==> src/rtl/glitch_sweep.sv <==
// Glitch parameter sweep sequencer: walks a delay x width grid with per-point repeats,
// firing one generator enable per selected trigger edge while the generator is idle.
module glitch_sweep #(
  parameter int DELAY_W = 16,
  parameter int WIDTH_W = 8
) (
  input  logic               clk,
  input  logic               rst,
  input  logic               start,
  input  logic               abort,
  input  logic [DELAY_W-1:0] delay_start,
  input  logic [DELAY_W-1:0] delay_stop,
  input  logic [DELAY_W-1:0] delay_step,
  input  logic [WIDTH_W-1:0] width_start,
  input  logic [WIDTH_W-1:0] width_stop,
  input  logic [WIDTH_W-1:0] width_step,
  input  logic [7:0]         repeats,
  input  logic [3:0]         mode_in,
  input  logic               trig_pol,
  input  logic               trigger,
  input  logic               glitch_ready,
  output logic               glitch_en,
  output logic [DELAY_W-1:0] glitch_delay,
  output logic [WIDTH_W-1:0] glitch_width,
  output logic [3:0]         glitch_mode,
  output logic               busy,
  output logic               done,
  output logic [15:0]        attempt_cnt
);

  typedef enum logic [2:0] {
    S_IDLE = 3'd0,
    S_ARM  = 3'd1,
    S_FIRE = 3'd2,
    S_WAIT = 3'd3,
    S_NEXT = 3'd4
  } state_t;

  state_t state_r;
  state_t state_s;

  logic [DELAY_W-1:0] delay_stop_r;
  logic [DELAY_W-1:0] delay_step_r;
  logic [WIDTH_W-1:0] width_start_r;
  logic [WIDTH_W-1:0] width_stop_r;
  logic [WIDTH_W-1:0] width_step_r;
  logic [7:0]         repeats_r;
  logic               trig_pol_r;
  logic [7:0]         rep_r;
  logic               trigger_q_r;

  logic               glitch_en_r;
  logic [DELAY_W-1:0] glitch_delay_r;
  logic [WIDTH_W-1:0] glitch_width_r;
  logic [3:0]         glitch_mode_r;
  logic               busy_r;
  logic               done_r;
  logic [15:0]        attempt_cnt_r;

  logic               edge_s;
  logic [7:0]         rep_lim_s;
  logic               rep_last_s;
  logic [WIDTH_W:0]   nw_s;
  logic [DELAY_W:0]   nd_s;
  logic               width_adv_s;
  logic               delay_adv_s;
  logic               sweep_end_s;

  // Edge selection and grid-advance arithmetic; the extra sum bit makes overflow compare above stop
  always_comb begin
    edge_s      = trig_pol_r ? (~trigger & trigger_q_r) : (trigger & ~trigger_q_r);
    rep_lim_s   = (repeats_r == 8'd0) ? 8'd0 : (repeats_r - 8'd1);
    rep_last_s  = (rep_r >= rep_lim_s);
    nw_s        = {1'b0, glitch_width_r} + {1'b0, width_step_r};
    nd_s        = {1'b0, glitch_delay_r} + {1'b0, delay_step_r};
    width_adv_s = (width_step_r != {WIDTH_W{1'b0}}) && (nw_s <= {1'b0, width_stop_r});
    delay_adv_s = (delay_step_r != {DELAY_W{1'b0}}) && (nd_s <= {1'b0, delay_stop_r});
    sweep_end_s = (state_r == S_NEXT) && !abort && rep_last_s && !width_adv_s && !delay_adv_s;
  end

  // Next-state logic; abort overrides every state
  always_comb begin
    state_s = state_r;
    if (abort) begin
      state_s = S_IDLE;
    end else begin
      case (state_r)
        S_IDLE: begin
          if (start) state_s = S_ARM;
          else       state_s = S_IDLE;
        end
        S_ARM: begin
          if (edge_s && glitch_ready) state_s = S_FIRE;
          else                        state_s = S_ARM;
        end
        S_FIRE: state_s = S_WAIT;
        S_WAIT: begin
          if (glitch_ready) state_s = S_NEXT;
          else              state_s = S_WAIT;
        end
        S_NEXT: begin
          if (sweep_end_s) state_s = S_IDLE;
          else             state_s = S_ARM;
        end
        default: state_s = S_IDLE;
      endcase
    end
  end

  // State register
  always_ff @(posedge clk) begin
    if (rst) state_r <= S_IDLE;
    else     state_r <= state_s;
  end

  // Config latch, grid position, attempt counter and registered outputs
  always_ff @(posedge clk) begin
    if (rst) begin
      delay_stop_r   <= {DELAY_W{1'b0}};
      delay_step_r   <= {DELAY_W{1'b0}};
      width_start_r  <= {WIDTH_W{1'b0}};
      width_stop_r   <= {WIDTH_W{1'b0}};
      width_step_r   <= {WIDTH_W{1'b0}};
      repeats_r      <= 8'd0;
      trig_pol_r     <= 1'b0;
      rep_r          <= 8'd0;
      trigger_q_r    <= 1'b0;
      glitch_en_r    <= 1'b0;
      glitch_delay_r <= {DELAY_W{1'b0}};
      glitch_width_r <= {WIDTH_W{1'b0}};
      glitch_mode_r  <= 4'd0;
      busy_r         <= 1'b0;
      done_r         <= 1'b0;
      attempt_cnt_r  <= 16'd0;
    end else begin
      trigger_q_r <= trigger;
      glitch_en_r <= (state_s == S_FIRE);
      busy_r      <= (state_s != S_IDLE);
      done_r      <= sweep_end_s;
      // An enable that already went out is counted even if abort arrives alongside it
      if ((state_r == S_FIRE) && (attempt_cnt_r != 16'hFFFF)) begin
        attempt_cnt_r <= attempt_cnt_r + 16'd1;
      end
      if (!abort) begin
        case (state_r)
          S_IDLE: begin
            if (start) begin
              delay_stop_r   <= delay_stop;
              delay_step_r   <= delay_step;
              width_start_r  <= width_start;
              width_stop_r   <= width_stop;
              width_step_r   <= width_step;
              repeats_r      <= repeats;
              trig_pol_r     <= trig_pol;
              rep_r          <= 8'd0;
              glitch_delay_r <= delay_start;
              glitch_width_r <= width_start;
              glitch_mode_r  <= mode_in;
              attempt_cnt_r  <= 16'd0;
            end
          end
          S_NEXT: begin
            if (!rep_last_s) begin
              rep_r <= rep_r + 8'd1;
            end else begin
              rep_r <= 8'd0;
              if (width_adv_s) begin
                glitch_width_r <= nw_s[WIDTH_W-1:0];
              end else begin
                glitch_width_r <= width_start_r;
                if (delay_adv_s) glitch_delay_r <= nd_s[DELAY_W-1:0];
              end
            end
          end
          default: begin
          end
        endcase
      end
    end
  end

  assign glitch_en    = glitch_en_r;
  assign glitch_delay = glitch_delay_r;
  assign glitch_width = glitch_width_r;
  assign glitch_mode  = glitch_mode_r;
  assign busy         = busy_r;
  assign done         = done_r;
  assign attempt_cnt  = attempt_cnt_r;

endmodule

==> config.mk <==
export PLATFORM = sky130hd
export DESIGN_NAME = glitch_sweep
export DESIGN_NICKNAME = d
export VERILOG_FILES = /design/src/rtl/glitch_sweep.sv
export SDC_FILE = /design/constraint.sdc
export NUM_CORES = 1
export LEC_CHECK = 0
export BUFFER_PORTS_ARGS = -buffer_cell sky130_fd_sc_hd__buf_4
export CAP_MARGIN = 30
export CELL_PAD_IN_SITES_DETAIL_PLACEMENT = 0
export CELL_PAD_IN_SITES_GLOBAL_PLACEMENT = 1
export CORE_MARGIN = 3
export CORE_UTILIZATION = 41
export DETAILED_ROUTE_END_ITERATION = 10
export PLACE_DENSITY_LB_ADDON = 0.3
export SKIP_CTS_REPAIR_TIMING = 1
export SKIP_LAST_GASP = 1
export SLEW_MARGIN = 20
export SYNTH_ARGS = -nofsm -noshare
export SYNTH_HDL_FRONTEND = slang
export SYNTH_SLANG_ARGS = --single-unit
==> constraint.sdc <==
create_clock -name clk -period 5.13 [get_ports clk]
set_clock_uncertainty 0.1 [all_clocks]
set_input_delay 0.513 -clock clk [delete_from_list [all_inputs] [get_ports clk]]
set_output_delay 0.513 -clock clk [all_outputs]
set_load 0.02 [all_outputs]
==> run summary <==
Fin crit share = 91.9%
Reg2Reg Depth = 16
Placer congestion estimate = 0.887
H-tree levels = 4
Sw Pwr = 808 uW
Core Box Area = 0.0169 mm2
Max Slew Vio Count = 0
Worst r2r dst = glitch_delay[5]
CP Data Required Time = 5.34 ns
Clock power frac = 44.3%
Startpoint class of the critical path = flop
Synth warn = 0
Post-DRT Antenna Nets = 0
Comb pwr share = 19.4%
Cell Count, Final, Fillers Out = 1,231
CP Cell Sequence = ha_1, fa_1, a211oi_1, o211a_1, o211a_2, o21bai_1, a21oi_1, xnor2_1, ha_1, a2111oi_0, nand2_1, or4b_4, a21oi_4, buf_4, a211oi_1, a311oi_1
First-pass GRT wire length = 32,000 um
IO Pins = 138
WS Path Type = reg -> reg
CP Buf/Inv Count = 1
Switching Fraction = 28.2%
Drt pass-1 iters = 4
DRT iter0 DRCs = 244
Pin count of the biggest net entering global routing = 71
Setup TNS = 0 ns
Worst-path clk slew = 0.06 ns
Flop2flop setup slack = 0.42 ns
Diode count = 0
Worst Hold End = trigger_q_r
Total chip power = 2870 uW
CTS tree = done
Layout cells sized above 1 = 20.2%
Worst R2R Start = glitch_delay[0]
Via density per instance = 5.32
Initial antenna violation count = 0
Critical path peak fanout = 10
Max-slew headroom at the worst pin = 49.6%
Slowest-stage cell, CP = or4b_4
DRC = 0
Rows = 47
Number of synthesized flops with an enable pin = 0
Detailed Route WL = 19,500 um
Final setup vio count = 0
RSZ-0062 raised after global routing = no
Worst path top cell family by delay = compound AO/OA/AOI/OAI gates
Max frequency = 212 MHz
DP Wirelength = 14,200 um
DR WL/cell = 15.9 um
Fillers = 1,640
Status = finished, final reports clean
Least-Margin Pin Slew = 0.757 ns
Flop pwr share = 36.3%
Seq/Total Area, Yosys = 34.5%
Initial core utilization = 42.6%
Max Cap Viol = 0
Peak VDD IR = 0.222 mV
Grt ovf = 0
Die width = 138 um
HP Class = in -> reg
P_int = 2060 uW
Syn-to-layout area delta = 24.0%
Synthesized cell area = 0.00719 mm2
Hold wc startpoint = trigger
Hold path depth = 2
Leak Pwr = 0.00384 uW
CTS buffer count = 17
Max clock buf depth = 2
Vias in the first global route = 6,332
Total Nets Final = 1,150
Number of clock sinks = 124
Ys async rst share = 0%
Vias post-DR = 6,545
Worst skew pair latency = 0.41 ns
Die area = 0.0192 mm2
Placed cells = 1,199
Final hold violations = 0
Critical path arrival = 4.93 ns
Cell count after synthesis = 876
IO buf count = 137
Cell Pwr Density = 322 mW/mm2
Die height = 138 um
Register bit total from synthesis = 124
GRT Total Usage = 20.1%
Root Driver = clkbuf_16
Average size of a mapped cell = 8.20 um2
Crit. End Element = flop
CP peak stage delay = 0.50 ns
Fin crit period = 4.71 ns
Top FF cell, synth = dfxtp_1
Synth cell types = 69
Syn_nets = 1,028
==> metal layers <==
metal	global-route usage, %	routed length (um)	up-vias
met3	4.63	731	24
li1	-	-	3340
met2	34.6	9480	138
met1	25.1	8900	3043
met5	0	0	-
met4	6.19	419	0
==> area by class of cell <==
class	count	area, um2	share of cell area, %
Multi-Input combinational cell	673	4300	48.2
Clock inverter	15	198	2.22
Sequential cell	124	2480	27.9
Clock buffer	17	425	4.77
Timing Repair Buffer	146	1100	12.3
Tap cell	220	275	3.09
Inverter	36	135	1.52
==> power by group through the flow <==
| stage | Sequential [uW] | Clock [uW] | Combinational, uW |
|---|---|---|---|
| global route | 1050 | 1340 | 618 |
| detailed placement | 1060 | 0 | 556 |
| finish | 1040 | 1270 | 556 |
| floorplan | 1070 | 0 | 367 |
| CTS | 1040 | 1300 | 560 |
| global placement | 1060 | 0 | 551 |
==> through the flow <==
| step | worst slack [ns] | hold slack [ns] | utilization [%] | instance area, um2 |
|---|---|---|---|---|
| floorplan | 0.851 | 0.331 | - | 7190 |
| global placement | 0.618 | 0.340 | 49.1 | 8290 |
| detailed placement | 0.532 | 0.345 | 49.1 | 8290 |
| CTS | 0.472 | 0.214 | 52.8 | 8910 |
| global route | 0.198 | 0.231 | 52.8 | 8910 |
| finish | 0.416 | 0.234 | 52.8 | 8910 |
==> cells in the mapped netlist (all sizes together) (11+ instances only) <==
master | n | area (um2)
clkbuf | 35 | 211
a21oi | 101 | 521
nor2 | 47 | 176
inv | 36 | 135
a21o | 16 | 128
xnor2 | 16 | 140
a211oi | 25 | 213
o21ai | 24 | 120
mux2i | 11 | 110
a311oi | 13 | 145
nor4 | 11 | 83.8
nand2 | 190 | 713
nor3 | 15 | 86.3
dfxtp | 124 | 2480
ha | 59 | 738
xor2 | 20 | 175
nand3 | 13 | 65.1
==> placed cells by master (no fill, tap or decap), types with 8 or more instances in the layout <==
cell type / count
inv_1: 36
ha_1: 59
a21o_1: 15
dfxtp_1: 124
nor2_1: 47
clkbuf_16: 17
a311oi_1: 8
nor3_1: 14
a211oi_1: 20
o21ai_0: 21
buf_4: 146
xnor2_1: 16
nor4_1: 10
and3_1: 9
nand3_1: 12
mux2i_1: 11
a21oi_1: 99
nand2b_1: 10
xor2_1: 20
nand2_1: 190
==> sequential cells by signal (all words and copies together), names as in the netlist, 8 cells and up <==
register	flops
width_step_r	8
delay_step_r	16
repeats_r	8
attempt_cnt	16
width_stop_r	8
glitch_delay	16
delay_stop_r	16
glitch_width	8
rep_r	8
width_start_r	8
==> worst max-delay path by stage <==
stage                         start         endpoint  slack, ns  depth (start not counted)
CTS                 glitch_delay[0]  glitch_delay[5]       0.47                         16
detailed placement  glitch_delay[0]  glitch_delay[5]       0.53                         16
finish              glitch_delay[0]  glitch_delay[5]       0.42                         16
global placement    glitch_delay[0]  glitch_delay[5]       0.62                         15
global route        glitch_delay[0]  glitch_delay[5]       0.20                         16
floorplan           glitch_delay[0]  glitch_delay[2]       0.85                         16
==> cells by family after synthesis <==
family / count (synthesis) / share of synthesized area (%)
muxes: 11 / 1.53
AOI/OAI and AO/OA: 233 / 21.9
and+or+nand+nor: 332 / 21.0
buffers and inverters: 79 / 5.80
xor gates and xnor gates: 36 / 4.39
adders and majority gates: 61 / 10.8
DFF: 124 / 34.5
(Power assumes the default switching activity.)
